==> src/rtl/pipeline_ctrl_if.sv <==
// Hazard inputs and stall/flush controls exchanged between the RV32 datapath and
// the pipeline sequencing controller.
interface pipeline_ctrl_if #(
    parameter int CNT_W = 32
);
    logic [4:0]       Rs1D;
    logic [4:0]       Rs2D;
    logic [4:0]       RdE;
    logic             ResultSrcE0;
    logic             PCSrcE;
    logic             MdStartE;
    logic             StallF;
    logic             StallD;
    logic             StallE;
    logic             FlushD;
    logic             FlushE;
    logic             FlushM;
    logic             MdBusy;
    logic             MdDone;
    logic [CNT_W-1:0] StallCount;

    // Datapath side: presents hazard information, consumes stall/flush enables.
    modport master (
        output Rs1D, Rs2D, RdE, ResultSrcE0, PCSrcE, MdStartE,
        input  StallF, StallD, StallE, FlushD, FlushE, FlushM,
        input  MdBusy, MdDone, StallCount
    );

    // Controller side.
    modport slave (
        input  Rs1D, Rs2D, RdE, ResultSrcE0, PCSrcE, MdStartE,
        output StallF, StallD, StallE, FlushD, FlushE, FlushM,
        output MdBusy, MdDone, StallCount
    );
endinterface

==> src/rtl/pipeline_ctrl.sv <==
// Stall/flush sequencing for the 5-stage RV32 pipeline: load-use hazards, taken
// branches resolved in E, and a multi-cycle mul/div unit that holds E for MD_LAT cycles.
module pipeline_ctrl #(
    parameter int MD_LAT = 4,
    parameter int CNT_W  = 32
) (
    input logic            clk,
    input logic            rst,
    pipeline_ctrl_if.slave bus
);

    typedef enum logic [1:0] {
        RUN  = 2'd0,
        BUSY = 2'd1,
        DONE = 2'd2
    } state_t;

    localparam logic [3:0]       CNT_INIT  = 4'(MD_LAT - 2);
    localparam logic [CNT_W-1:0] CNT_MAX   = {CNT_W{1'b1}};
    localparam logic [CNT_W-1:0] CNT_ONE   = {{(CNT_W-1){1'b0}}, 1'b1};
    localparam logic [CNT_W-1:0] CNT_ZERO  = {CNT_W{1'b0}};

    state_t           state_q;
    state_t           state_d;
    logic [3:0]       cnt_q;
    logic [3:0]       cnt_d;
    logic [CNT_W-1:0] stall_count_q;
    logic [CNT_W-1:0] stall_count_d;

    logic lw_hit;
    logic lw_stall;
    logic md_trig;
    logic md_hold;
    logic stall_f;
    logic flush_d;
    logic flush_e;
    logic md_done;

    // Hazard detection and stall/flush priority: mul/div hold > branch > load-use.
    always_comb begin
        lw_hit   = bus.ResultSrcE0 & (bus.RdE != 5'd0) &
                   ((bus.RdE == bus.Rs1D) | (bus.RdE == bus.Rs2D));
        lw_stall = lw_hit & (state_q != BUSY);
        md_trig  = (state_q == RUN) & bus.MdStartE;
        md_hold  = md_trig | (state_q == BUSY);
        stall_f  = (lw_stall & ~bus.PCSrcE) | md_hold;
        flush_d  = bus.PCSrcE & ~md_hold;
        flush_e  = (lw_stall | bus.PCSrcE) & ~md_hold;
        md_done  = (state_q == DONE);
    end

    // Mul/div sequencer: RUN -> (BUSY) -> DONE -> RUN, counting the extra hold cycles.
    always_comb begin
        state_d = state_q;
        cnt_d   = cnt_q;
        case (state_q)
            RUN: begin
                if (md_trig) begin
                    cnt_d   = CNT_INIT;
                    state_d = (MD_LAT == 2) ? DONE : BUSY;
                end else begin
                    state_d = RUN;
                end
            end
            BUSY: begin
                // A corrupted zero count also exits rather than wrapping through 15.
                if (cnt_q <= 4'd1) begin
                    state_d = DONE;
                end else begin
                    cnt_d = cnt_q - 4'd1;
                end
            end
            DONE: begin
                state_d = RUN;
            end
            default: begin
                state_d = RUN;
                cnt_d   = 4'd0;
            end
        endcase
    end

    // Saturating count of cycles in which fetch is held.
    always_comb begin
        if (stall_f && (stall_count_q != CNT_MAX)) begin
            stall_count_d = stall_count_q + CNT_ONE;
        end else begin
            stall_count_d = stall_count_q;
        end
    end

    // State registers with synchronous active-low reset.
    always_ff @(posedge clk) begin
        if (!rst) begin
            state_q       <= RUN;
            cnt_q         <= 4'd0;
            stall_count_q <= CNT_ZERO;
        end else begin
            state_q       <= state_d;
            cnt_q         <= cnt_d;
            stall_count_q <= stall_count_d;
        end
    end

    // Outputs are same-cycle decodes; all of them are held low while reset is asserted.
    assign bus.StallF     = rst & stall_f;
    assign bus.StallD     = rst & stall_f;
    assign bus.StallE     = rst & md_hold;
    assign bus.FlushD     = rst & flush_d;
    assign bus.FlushE     = rst & flush_e;
    assign bus.FlushM     = rst & md_hold;
    assign bus.MdBusy     = rst & md_hold;
    assign bus.MdDone     = rst & md_done;
    assign bus.StallCount = rst ? stall_count_q : CNT_ZERO;

endmodule

==> src/flat_wrapper.sv <==
// flat-port wrapper written by rule: the top's interface ports become plain ports
module pipeline_ctrl_flat 
#(
    parameter int MD_LAT = 4,
    parameter int CNT_W  = 32
)
  (clk, rst, bus_Rs1D, bus_Rs2D, bus_RdE, bus_ResultSrcE0, bus_PCSrcE, bus_MdStartE, bus_StallF, bus_StallD, bus_StallE, bus_FlushD, bus_FlushE, bus_FlushM, bus_MdBusy, bus_MdDone, bus_StallCount);
  pipeline_ctrl_if #(.CNT_W(CNT_W)) bus_i ();
  input logic clk;
  input logic rst;
  input wire logic [$bits(bus_i.Rs1D)-1:0] bus_Rs1D;
  input wire logic [$bits(bus_i.Rs2D)-1:0] bus_Rs2D;
  input wire logic [$bits(bus_i.RdE)-1:0] bus_RdE;
  input wire logic [$bits(bus_i.ResultSrcE0)-1:0] bus_ResultSrcE0;
  input wire logic [$bits(bus_i.PCSrcE)-1:0] bus_PCSrcE;
  input wire logic [$bits(bus_i.MdStartE)-1:0] bus_MdStartE;
  output wire logic [$bits(bus_i.StallF)-1:0] bus_StallF;
  output wire logic [$bits(bus_i.StallD)-1:0] bus_StallD;
  output wire logic [$bits(bus_i.StallE)-1:0] bus_StallE;
  output wire logic [$bits(bus_i.FlushD)-1:0] bus_FlushD;
  output wire logic [$bits(bus_i.FlushE)-1:0] bus_FlushE;
  output wire logic [$bits(bus_i.FlushM)-1:0] bus_FlushM;
  output wire logic [$bits(bus_i.MdBusy)-1:0] bus_MdBusy;
  output wire logic [$bits(bus_i.MdDone)-1:0] bus_MdDone;
  output wire logic [$bits(bus_i.StallCount)-1:0] bus_StallCount;
  assign bus_i.Rs1D = bus_Rs1D;
  assign bus_i.Rs2D = bus_Rs2D;
  assign bus_i.RdE = bus_RdE;
  assign bus_i.ResultSrcE0 = bus_ResultSrcE0;
  assign bus_i.PCSrcE = bus_PCSrcE;
  assign bus_i.MdStartE = bus_MdStartE;
  assign bus_StallF = bus_i.StallF;
  assign bus_StallD = bus_i.StallD;
  assign bus_StallE = bus_i.StallE;
  assign bus_FlushD = bus_i.FlushD;
  assign bus_FlushE = bus_i.FlushE;
  assign bus_FlushM = bus_i.FlushM;
  assign bus_MdBusy = bus_i.MdBusy;
  assign bus_MdDone = bus_i.MdDone;
  assign bus_StallCount = bus_i.StallCount;
  pipeline_ctrl #(.MD_LAT(MD_LAT), .CNT_W(CNT_W)) u_core (.clk(clk), .rst(rst), .bus(bus_i));
endmodule
==> config.mk <==
export PLATFORM = sky130hd
export DESIGN_NAME = pipeline_ctrl_flat
export DESIGN_NICKNAME = d
export VERILOG_FILES = /design/src/rtl/pipeline_ctrl_if.sv /design/src/rtl/pipeline_ctrl.sv /design/src/flat_wrapper.sv
export SDC_FILE = /design/constraint.sdc
export NUM_CORES = 1
export LEC_CHECK = 0
export ABC_AREA = 1
export BUFFER_PORTS_ARGS = -buffer_cell sky130_fd_sc_hd__buf_2
export CORE_AREA = 3 3 109 111
export DETAILED_ROUTE_END_ITERATION = 8
export DIE_AREA = 0 0 112 114
export PLACE_DENSITY_LB_ADDON = 0.05
export RECOVER_POWER = 100
export SYNTH_ARGS = -nofsm -noshare
export SYNTH_HDL_FRONTEND = slang
export SYNTH_SLANG_ARGS = --single-unit
==> constraint.sdc <==
create_clock -name clk -period 4.6 [get_ports clk]
set_input_delay 0.92 -clock clk [delete_from_list [all_inputs] [get_ports clk]]
set_output_delay 0.92 -clock clk [all_outputs]
set_load 0.02 [all_outputs]
==> results of run 1 <==
routing by layer:
metal | share of wire | GRT usage | vias up
li1 | - | - | 1575
met1 | 0.51 | 0.154 | 1232
met4 | 0.014 | 0.0329 | 0
met2 | 0.43 | 0.189 | 68
met3 | 0.050 | 0.0218 | 8
met5 | 0 | 0 | -
final cells by class:
class / count / area (sq um)
fillers: 1304 / 7740
clock inverters: 1 / 5.00
multi-input cells: 337 / 1510
repair buffers: 60 / 253
inverters: 95 / 357
flip-flops and latches: 38 / 761
well taps: 140 / 175
clock buffers: 7 / 86.3
worst max path at each step:
stage               startpoint                        to  slack [ps]  cells after the start
floorplan                  rst                bus_StallF        1650                      5
global placement           rst        bus_StallCount[15]        1590                      5
detailed placement         rst        bus_StallCount[12]        1550                      5
CTS                        rst        bus_StallCount[12]        1550                      5
global route        bus_RdE[1]  u_core.stall_count_q[17]         810                     12
finish                     rst        bus_StallCount[12]        1220                      5
flip-flops by register name (all words and copies together), names as in the netlist:
| name | count |
|---|---|
| u_core.cnt_q | 4 |
| u_core.stall_count_q | 32 |
| u_core.state_q | 2 |
power by group:
part           internal [mW]  switching (mW)  leakage, nW
clock                  0.121           0.132       0.0482
combinational         0.0534           0.129         1.35
sequential             0.344          0.0122        0.307
total                  0.519           0.273         1.71
critical path: stages:
cell                       delay (ps)
sky130_fd_sc_hd__clkbuf_1         460
sky130_fd_sc_hd__buf_4            600
sky130_fd_sc_hd__nand2_1          150
sky130_fd_sc_hd__inv_1             70
sky130_fd_sc_hd__clkbuf_1         220
Yosys cell counts:
| cell | n |
|---|---|
| sky130_fd_sc_hd__a21oi_1 | 35 |
| sky130_fd_sc_hd__buf_2 | 9 |
| sky130_fd_sc_hd__buf_4 | 3 |
| sky130_fd_sc_hd__buf_6 | 2 |
| sky130_fd_sc_hd__clkbuf_1 | 4 |
| sky130_fd_sc_hd__dfxtp_1 | 38 |
| sky130_fd_sc_hd__ha_1 | 3 |
| sky130_fd_sc_hd__inv_1 | 95 |
| sky130_fd_sc_hd__nand2_1 | 139 |
| sky130_fd_sc_hd__nand2_2 | 1 |
| sky130_fd_sc_hd__nand2_4 | 1 |
| sky130_fd_sc_hd__nand3_1 | 50 |
| sky130_fd_sc_hd__nand3_2 | 4 |
| sky130_fd_sc_hd__nand3_4 | 1 |
| sky130_fd_sc_hd__nand4_1 | 5 |
| sky130_fd_sc_hd__nor2_1 | 78 |
| sky130_fd_sc_hd__nor2_4 | 3 |
| sky130_fd_sc_hd__nor3_1 | 9 |
| sky130_fd_sc_hd__o21ai_0 | 4 |
| sky130_fd_sc_hd__or2_2 | 1 |
| sky130_fd_sc_hd__xnor2_1 | 2 |
| sky130_fd_sc_hd__xor2_1 | 1 |
cells by family (layout without fill, tap and decap cells):
kind of cell,count (synthesis),after routing,synth area share
XOR/XNOR,3,3,0.00960
AO/OA/AOI/OAI,39,39,0.0713
buffers and inverters,113,163,0.169
flip-flops,38,38,0.278
AND/OR/NAND/NOR,292,292,0.459
adder cells (fa/ha/maj),3,3,0.0137
stage by stage:
stage / setup WS (ps) / power, mW
after global placement: 1590 / 0.552
final: 1220 / 0.792
after CTS: 1550 / 0.809
after global routing: 810 / 0.848
after floorplan: 1650 / 0.513
after detailed placement: 1550 / 0.552
==> results.md, run 1 <==
Global route:
- The via count of the first global-routing pass is around 2700.
- The pin count of the biggest net entering global routing is 65.
- The number of antenna violations at the first check in global routing was 0.
- Summed over all layers, the global routing overflow is 0.
- The overall global routing resource usage is 0.115.
- The first global-routing pass estimated 12.3 mm of wire.

Logic synthesis:
- The cell taking the most area after synthesis is sky130_fd_sc_hd__dfxtp_1.
- Counting every net in the synthesized netlist gives 511.
- In this run, synthesis produced a sequential element count of 38.
- The total standard cell area after synthesis is around 0.0027 sq mm.
- During synthesis, Yosys emitted a total of 0 warnings.
- The post-synthesis average cell area is about 5.6 sq um.
- The portion of synthesized cell area occupied by the leading cell type is 0.278.
- Yosys mapped the design onto 22 distinct sky130hd cell types.
- After synthesis, the cell types taking the most area are sky130_fd_sc_hd__dfxtp_1 28%, sky130_fd_sc_hd__nand2_1 19%, sky130_fd_sc_hd__inv_1 13%.
- The share of the Yosys chip area taken by registers is 0.278.
- The number of standard cells after synthesis is 488.

Cells and area:
- In the final layout, the share of cells above drive strength 1 is 0.0688.
- The top cell types in the final layout, fill and taps aside, are 140 x sky130_fd_sc_hd__nand2_1, 95 x sky130_fd_sc_hd__inv_1, 78 x sky130_fd_sc_hd__nor2_1.
- The layout net count is 560.
- Once layout is complete, the utilization of the core stands at 0.289.
- The library cell used most frequently in the layout, excluding fill and tap cells, is sky130_fd_sc_hd__nand2_1.
- The antenna diode count is 0.
- The final cell count without fillers is approximately 680.
- The post-route cell area is 0.00315 sq mm.
- The area overhead of the layout relative to synthesis is 15.0%.

Clock network:
- The clock network latency to the later pin of the worst-skew pair is 300 ps.
- The root buffer cell chosen for the clock tree is sky130_fd_sc_hd__clkbuf_8.
- The clock transition at the register clock pins on the worst setup and hold paths after CTS is 80 ps.
- In this run the post-CTS setup repair buffer count came out at 0.
- Counting along the longest clock path gives a buffer depth of 2.
- In this run, post-CTS hold repair placed 0 buffers.
- The H-tree generated during clock tree synthesis spans 2 levels.
- The count of instances resized after the clock tree is built is 0.
- TritonCTS built the clock tree.
- The number of buffers added by the clock tree synthesis step is 5.
- The clock net in this run drives a total of 38 sinks.

Detailed routing:
- Once detail routing completed, the nets flagged for antenna violations numbered 0.
- For this block, the routed nets add up to a little over 7 mm of wire.
- In the routed design, unresolved DRC markers number 0.
- The violation count after the first detailed-route iteration is approximately 100.
- Before antenna repair, the detailed router went through 4 iterations.
- The post-detailed-route via-to-cell ratio is 4.25.
- The total vias in the final route is roughly 2900.
- In the final routed layout, each cell accounts on average for 10.6 um.

STA:
- Across the routed clock network, the largest skew measured is 9.69 ps.
- For the pin with the worst max-slew slack, the measured transition is ~2100 ps.
- The aggregate negative setup slack is 0 ps.
- The max-slew violation count is 65.
- The minimum period implied by the final worst setup slack is 3380 ps.
- The setup violation total in the final timing report is 0.
- The hold violation total from the final report is 0.
- The worst hold slack across all endpoints is ~530 ps.
- Of the available clock period, the critical path in the final layout requires 0.735.
- Based on the critical path, the design can be clocked at up to 296 MHz.
- In this run the tightest slew margin relative to its limit is -0.381.
- Setup repair after global routing left no endpoint under its margin.

Floorplanning:
- For this configuration, the core starts out at a cell density of 0.251.
- The floorplan step set the die height to 114 um.
- The area of the die is 0.0128 sq mm.
- The total I/O pin count is 60.
- The floorplan step defined a core boundary enclosing about 0.011 sq mm.
- The overall die width is 112 um.
- The total number of placement rows is 38.

Worst hold path:
- The destination of the worst hold path is u_core.cnt_q[3].
- The path class of the tightest hold or removal check is flop to flop.
- Along the worst hold path, the cell count comes to 2.
- The startpoint identified for the worst hold timing path is u_core.cnt_q[3].

Job:
- Across the run, the number of max-cap violations was 1.

Power:
- The areal power density over the cells is 251 mW/mm^2.
- The peak ir drop on the vdd network is 0.000103 V.
- In this run the static leakage power is 1.71 nW.

Setup path:
- The terminus of the critical flop-to-flop path is u_core.stall_count_q[28].
- The kind of end point of the critical path is an output pin.
- The largest fanout on the critical path is 58.
- The class of the most critical setup path is primary input to output pin.
- The worst-case reg-to-reg path depth is 7.
- The arrival time of data at the critical path endpoint is 2460 ps.
- The worst register-to-register path begins at u_core.state_q[1].
- The required time at the worst-slack endpoint is 3680 ps.
- STA classifies the critical path startpoint as a primary input.
- The setup check on the worst reg-to-reg path leaves a slack of 1810 ps.

Placement:
- The congestion estimate from routability-driven global placement came to 0.756.
- After detailed placement, the total cell area comes to 0.00311 sq mm.
- The number of I/O port buffers is 59.
- The cell total after placement is 670.
- Detailed placement finished with a half-perimeter wire length of 5.41 mm.

Outcome:
- The checks that failed: max-capacitance violations, max-slew violations.
- The flow ran to the end, but the final reports show violations.
(Power assumes the default switching activity.)
==> run 2: changes to the inputs <==
==> constraint.sdc (replaced) <==
create_clock -name clk -period 2.9 [get_ports clk]
set_input_delay 0.58 -clock clk [delete_from_list [all_inputs] [get_ports clk]]
set_output_delay 0.58 -clock clk [all_outputs]
set_load 0.02 [all_outputs]
==> run 2 against run 1 <==
Effect of this change: the flow now finishes without violations; register-to-register slack worse by 1100 ps; combinational power is 71% higher; critical path depth is 1 lower; core utilization is 0.39 points higher; routed wire length is 0.36% higher; clock-buffer cell count stayed put; global-route usage is 0.083 points higher; flip-flop and latch count stayed put; total power is 61% higher; sequential share of layout area is 0.32 points lower; via count hardly changed; worst setup slack worse by 760 ps; critical path type unchanged; largest cell class unchanged.
==> results.md, run 2 (synthesized netlist as in run 1, its figures left out) <==
Floorplanning:
- The total I/O pin count is 60 (unchanged).
- The height of the chip is 114 um (unchanged).
- The area of the die was 0.0128 sq mm (unchanged).
- The standard cell core area came to 0.0109 sq mm (unchanged).
- The total number of placement rows was 38 (unchanged).
- The initial core utilization is 0.251 (unchanged).
- The overall die width is 112 um (unchanged).

Power:
- The switching power is 0.433 mW (+59%).
- The sequential power share is 0.444 (-0.006).
- The areal power density over the cells is 399 mW/mm^2 (+59%).
- The proportion of total power due to net switching is 0.340 (-0.00484).
- The static leakage is 1.78 nW (+4.1%).
- The proportion of power drawn by combinational gates was 0.244 (+0.014).
- The part of the total power dissipated in the clock network was 0.312 (-0.008).
- The peak ir drop on the vdd network was 0.000190 V (+84%).
- The cell-internal power is 0.840 mW (+62%).
- The total power was 1.27 mW (+61%).

Worst hold path:
- The destination of the worst hold path is u_core.stall_count_q[1].
- The path class of the tightest hold or removal check is flop to flop.
- The launch instance of the worst min-delay path is u_core.stall_count_q[1].
- The hold-critical path depth is 2 (unchanged).

Setup path:
- STA classifies the critical path startpoint as a primary input.
- The arrival time of data at the critical path endpoint is 1860 ps (-600 ps).
- The worst-case reg-to-reg path depth was 10 (+3).
- The required time at the worst-slack endpoint is 2320 ps (-1360 ps).
- The terminus of the critical flop-to-flop path is u_core.stall_count_q[30].
- The worst setup path is of the primary input to output pin kind.
- The largest fanout on the critical path came to 13 (-78%).
- The critical register-to-register path startpoint is u_core.stall_count_q[0].
- The worst setup path is captured at an output pin.
- The worst setup slack for register-to-register paths is 700 ps (-1110 ps).

Clock network:
- The number of buffers added by the clock tree synthesis step is 5 (unchanged).
- The count of clock tree sinks is 38 (unchanged).
- The number of setup buffers added after CTS came to 0 (unchanged).
- TritonCTS built the clock tree.
- The hold buffer count at cts is 0 (unchanged).
- The deepest clock path buffer count came to 2 (unchanged).
- The CTS root buffer is sky130_fd_sc_hd__clkbuf_8.
- The count of instances resized after the clock tree is built is 0 (unchanged).
- The clock network latency to the later pin of the worst-skew pair was 300 ps (about the same).
- The clock transition at the register clock pins on the worst setup and hold paths after CTS is 80 ps (about the same).
- The deepest level of the CTS H-tree came to 2 (unchanged).

Detailed routing:
- The total detailed-routing wirelength is 7.20 mm (+0.36%).
- The post-route DRC violation count is 0 (unchanged).
- The number of routed nets with antenna violations is 0 (unchanged).
- The post-detailed-route via-to-cell ratio is 4.24 (-0.37%).
- The mean routed wirelength per cell came to 10.6 um (about the same).
- The total vias in the final route is 2885 (+0.069%).
- The number of iterations in the first detailed-routing pass was 4 (unchanged).
- The violation count after the first detailed-route iteration is 117 (+19%).

STA:
- The worst slew margin relative to its limit is 0.489 (+0.870).
- The max-slew violation count came to 0 (-100%).
- The maximum frequency from static timing analysis is 409 MHz.
- The transition time at the pin with the least slew margin is 766 ps (-1300 ps).
- The setup violation total in the final timing report came to 0 (unchanged).
- Setup repair after global routing left no endpoint under its margin.
- Counting I/O delays and the setup requirement, the final critical path takes 2440 ps.
- The final clock skew is 6.42 ps (-3.27 ps).
- The share of the cycle needed by the critical path after routing is 0.842.
- The aggregate negative setup slack is 0 ps (unchanged).
- The hold violation total from the final report is 0 (unchanged).

Global route:
- The wire length of the first global-routing pass is 12.2 mm (-0.17%).
- The number of antenna violations at the first check in global routing is 0 (unchanged).
- The pin count of the biggest net entering global routing was 65 (unchanged).
- The overflow left after global routing was 0 (unchanged).
- The overall global routing resource usage came to 0.115 (+0.000831).
- The via count of the first global-routing pass is 2657 (+0.26%).

Outcome:
- The flow ran to the end, and the final reports show no timing, DRC or antenna violations.

Cells and area:
- Leaving out fill and tap cells, the most frequent cell in the layout is sky130_fd_sc_hd__nand2_1.
- The largest register by flop count is u_core.stall_count_q.
- The layout net count is 563 (+0.54%).
- The largest registers in the layout are u_core.stall_count_q: 32 flops, u_core.cnt_q: 4 flops, u_core.state_q: 2 flops.
- The proportion of layout cells with a drive suffix above 1 is 0.0924 (+0.0236).
- In the layout the commonest cells are 140 x sky130_fd_sc_hd__nand2_1, 95 x sky130_fd_sc_hd__inv_1, 79 x sky130_fd_sc_hd__nor2_1.
- The number of flip-flops in the largest register is 32 (unchanged).
- The area growth from synthesis to layout is 16.6%.
- The antenna diode count is 0 (unchanged).

Job:
- The number of max-cap violations was 0 (-1).

Placement:
- The global placer's final weighted congestion is 0.754 (-0.26%).
- The detailed-placement wirelength estimate is 5.45 mm (+0.86%).
- The number of I/O port buffers is 59 (unchanged).
[run 2: cell count changes in the layout (fill, tap and decap cells not counted), sizes merged]
| cell | change |
|---|---|
| buf | +14 |
| clkbuf | -11 |
[run 2: power by group through the flow]
stage / sequential (mW) / clock, mW / combinational (mW)
after CTS: 0.565 / 0.416 / 0.319
after detailed placement: 0.578 / 0 / 0.318
after global routing: 0.569 / 0.439 / 0.360
final: 0.565 / 0.397 / 0.311
after floorplan: 0.573 / 0 / 0.241
after global placement: 0.578 / 0 / 0.319
[run 2: layout make-up]
cell class / instances / area [sq um]
inverter: 95 / 357
fill: 1313 / 7700
clock inverter: 1 / 5.00
timing repair buffer: 63 / 313
sequential: 38 / 761
clock buffer: 7 / 86.3
tap: 140 / 175
multi-input combinational: 337 / 1500
[run 2: how the worst max path moves through the flow]
| stage | endpoint | start | depth (start not counted) | slack (ps) |
|---|---|---|---|---|
| 2_1_floorplan | bus_StallF | rst | 5 | 630 |
| 3_3_place_gp | bus_StallF | bus_RdE[3] | 10 | 730 |
| 3_5_place_dp | bus_StallD | bus_RdE[4] | 10 | 700 |
| 4_1_cts | bus_FlushE | u_core.state_q[1] | 7 | 660 |
| 5_1_grt | bus_FlushM | rst | 4 | 280 |
| 6_report | bus_StallD | rst | 4 | 460 |
[run 2: metrics by stage]
stage,cell area [sq um],setup slack [ps],hold slack [ps],cells,utilization
final,3190,457,543,681,0.293
after CTS,3250,661,546,681,0.298
after floorplan,2740,627,481,488,-
after global placement,3160,726,510,673,0.290
after detailed placement,3160,695,529,673,0.290
after global routing,3190,279,561,681,0.293
[run 2: metal layers]
metal | wire (um) | GRT usage
met5 | 0 | 0
met4 | 87 | 0.0337
met3 | 336 | 0.0244
met2 | 3040 | 0.185
met1 | 3740 | 0.157
[run 2: worst max-delay path, cell delays in order]
cell and delay (ps):
sky130_fd_sc_hd__clkbuf_1 560, sky130_fd_sc_hd__inv_1 230, sky130_fd_sc_hd__a21oi_1 230, sky130_fd_sc_hd__clkbuf_1 250
==> run 3: changes to the inputs <==
==> constraint.sdc (replaced) <==
create_clock -name clk -period 2.45 [get_ports clk]
set_input_delay 0.49 -clock clk [delete_from_list [all_inputs] [get_ports clk]]
set_output_delay 0.49 -clock clk [all_outputs]
set_load 0.02 [all_outputs]
==> run 3 against run 2 <==
Effect of this change: clock skew rose by 0.85 ps; sequential power up 18%; die area stayed put; first-iteration DRC count fell by 6.0%; sequential share of layout area increased by 0.22 points; combinational power up 17%; clock-buffer cell count is the same; register-to-register slack worse by 360 ps; flip-flop and latch count unchanged; clock power grew 8.8%; critical endpoint is now bus_StallCount[4]; highest routed layer unchanged.
==> results.md, run 3 (synthesized netlist as in run 1, its figures left out) <==
Setup path:
- The most critical setup path has its endpoint at bus_StallCount[4].
- The worst setup slack for register-to-register paths is 340 ps (-360 ps).
- The required time at the worst-slack endpoint was 1960 ps (-360 ps).
- The critical register-to-register path startpoint is u_core.stall_count_q[0].
- The worst-case reg-to-reg path depth came to 10 (unchanged).
- The kind of end point of the critical path is an output pin.
- The terminus of the critical flop-to-flop path is u_core.stall_count_q[30].
- The critical path starts at rst.
- The largest fanout on the critical path is 11 (-2).
- The critical path in this run is classified as primary input to output pin.
- The arrival time of data at the critical path endpoint came to 1700 ps (-160 ps).
- STA classifies the critical path startpoint as a primary input.

STA:
- The worst hold slack across all endpoints was 526 ps (-17.2 ps).
- The hold violation total from the final report is 0 (unchanged).
- The share of the cycle needed by the critical path after routing is 0.892.
- Setup repair after global routing left no endpoint under its margin.
- The minimum period implied by the final worst setup slack is 2190 ps.
- The max-slew violation count is 0 (unchanged).
- The final clock skew is 7.27 ps (+0.847 ps).
- The worst setup slack after layout is 264 ps (-193 ps).
- The setup violation total in the final timing report is 0 (unchanged).
- The worst slew margin relative to its limit was 0.570 (+0.0809).
- The maximum frequency from static timing analysis is 457 MHz.
- The transition time at the pin with the least slew margin was 645 ps (-121 ps).
- The aggregate negative setup slack came to 0 ps (unchanged).

Cells and area:
- The area growth from synthesis to layout is 15.5%.
- The top cell types in the final layout, fill and taps aside, are 140 x sky130_fd_sc_hd__nand2_1, 95 x sky130_fd_sc_hd__inv_1, 79 x sky130_fd_sc_hd__nor2_1.
- The antenna diode count is 0 (unchanged).
- The library cell used most frequently in the layout, excluding fill and tap cells, is sky130_fd_sc_hd__nand2_1.
- The number of flip-flops in the largest register came to 32 (unchanged).
- The largest registers in the layout are u_core.stall_count_q: 32 flops, u_core.cnt_q: 4 flops, u_core.state_q: 2 flops.
- The proportion of layout cells with a drive suffix above 1 is 0.0722 (-0.0202).
- The layout net count was 563 (unchanged).
- The utilization of the core after routing is 0.291 (-0.00264).
- The largest register by flop count is u_core.stall_count_q.

Clock network:
- The CTS root buffer is sky130_fd_sc_hd__clkbuf_8.
- The hold buffer count at cts came to 0 (unchanged).
- The number of buffers added by the clock tree synthesis step is 5 (unchanged).
- The count of clock tree sinks is 38 (unchanged).
- TritonCTS built the clock tree.
- The deepest level of the CTS H-tree is 2 (unchanged).
- The number of setup buffers added after CTS is 0 (unchanged).
- The clock network latency to the later pin of the worst-skew pair is 290 ps (about the same).
- The clock transition at the register clock pins on the worst setup and hold paths after CTS is 70 ps (about the same).
- The count of instances resized after the clock tree is built is 0 (unchanged).
- The deepest clock path buffer count was 2 (unchanged).

Global route:
- After global routing, the most crowded layer is met2.
- The number of antenna violations at the first check in global routing came to 0 (unchanged).
- The pin count of the biggest net entering global routing is 65 (unchanged).
- The global-route track usage on met2 came to 0.171 (-0.0148).
- The overflow left after global routing was 0 (unchanged).
- The wire length of the first global-routing pass came to 12.0 mm (-1.7%).
- The global routing usage on met3 is 0.0228 (-0.00159).
- The met1 track demand over resource is 0.162 (+0.00480).
- The via count of the first global-routing pass is 2543 (-4.3%).
- The overall global routing resource usage came to 0.113 (-0.00257).

Floorplanning:
- The height of the chip is 114 um (unchanged).
- The area of the die is 0.0128 sq mm (unchanged).
- The standard cell core area was 0.0109 sq mm (unchanged).
- The overall die width is 112 um (unchanged).
- The total I/O pin count is 60 (unchanged).
- The total number of placement rows is 38 (unchanged).
- The initial core utilization is 0.251 (unchanged).

Placement:
- The global placer's final weighted congestion is 0.779 (+3.3%).
- The number of I/O port buffers is 59 (unchanged).
- The detailed-placement wirelength estimate is 5.37 mm (-1.5%).
- The worst setup slack after placement was 436 ps (-259 ps).

Worst hold path:
- The launch instance of the worst min-delay path is u_core.cnt_q[3].
- In this run the worst hold path is classified as flop to flop.

Detailed routing:
- The violation count after the first detailed-route iteration is 110 (-6.0%).
- The total vias in the final route came to 2885 (unchanged).
- The total detailed-routing wirelength came to 7.15 mm (-0.65%).
- The post-route DRC violation count was 0 (unchanged).
- The post-detailed-route via-to-cell ratio is 4.24 (+0.15%).
- The number of routed nets with antenna violations came to 0 (unchanged).
- The mean routed wirelength per cell is 10.5 um (-0.51%).
- The number of iterations in the first detailed-routing pass came to 5 (+1).

Power:
- The areal power density over the cells is 463 mW/mm^2 (+16%).
- The static leakage is 1.73 nW (-2.6%).
- The total power is 1.47 mW (+15%).
- The peak ir drop on the vdd network is 0.000180 V (-5.1%).

Outcome:
- The flow ran to the end, and the final reports show no timing, DRC or antenna violations.

Job:
- The number of max-cap violations is 0 (unchanged).
==> run 3: cell types whose count changed in the layout (fill, tap and decap cells not counted), sizes merged <==
cell / delta
buf: -9
clkbuf: +9
clkinv: -1
==> run 3: stage by stage <==
stage               area (sq um)  instances
floorplan                   2740        488
global placement            3160        673
detailed placement          3160        673
CTS                         3230        680
global route                3160        680
finish                      3160        680
==> run 3: worst min-delay path by stage <==
| stage | slack [ps] | cells past startpoint | endpoint |
|---|---|---|---|
| after detailed placement | 520 | 2 | u_core.cnt_q[3] |
| after CTS | 540 | 2 | u_core.cnt_q[3] |
| after global routing | 570 | 2 | u_core.stall_count_q[1] |
| after global placement | 510 | 2 | u_core.cnt_q[3] |
| after floorplan | 480 | 2 | u_core.cnt_q[3] |
| final | 530 | 2 | u_core.cnt_q[3] |
==> run 3: power breakdown <==
group,internal (mW),switching (mW),total (mW)
Combinational,0.119,0.246,0.364
Sequential,0.646,0.0230,0.669
Clock,0.197,0.235,0.432
Total,0.961,0.504,1.47
==> run 3: layout make-up <==
| cell class | count | area [sq um] |
|---|---|---|
| sequential | 38 | 761 |
| fill | 1301 | 7720 |
| clock buffer | 7 | 76.3 |
| tap | 140 | 175 |
| multi-input combinational | 337 | 1500 |
| inverter | 95 | 357 |
| timing repair buffer | 63 | 299 |
==> run 3: routing by layer <==
layer,vias to the layer above,wire length [um]
met5,-,0
met4,0,108
met3,8,337
met2,61,2920
met1,1233,3780
li1,1583,-
==> run 3: worst max-delay path, cell delays in order <==
cell	delay (ps)
sky130_fd_sc_hd__clkbuf_1	480
sky130_fd_sc_hd__clkbuf_1	350
sky130_fd_sc_hd__nand2_1	90
sky130_fd_sc_hd__inv_1	60
sky130_fd_sc_hd__clkbuf_1	220
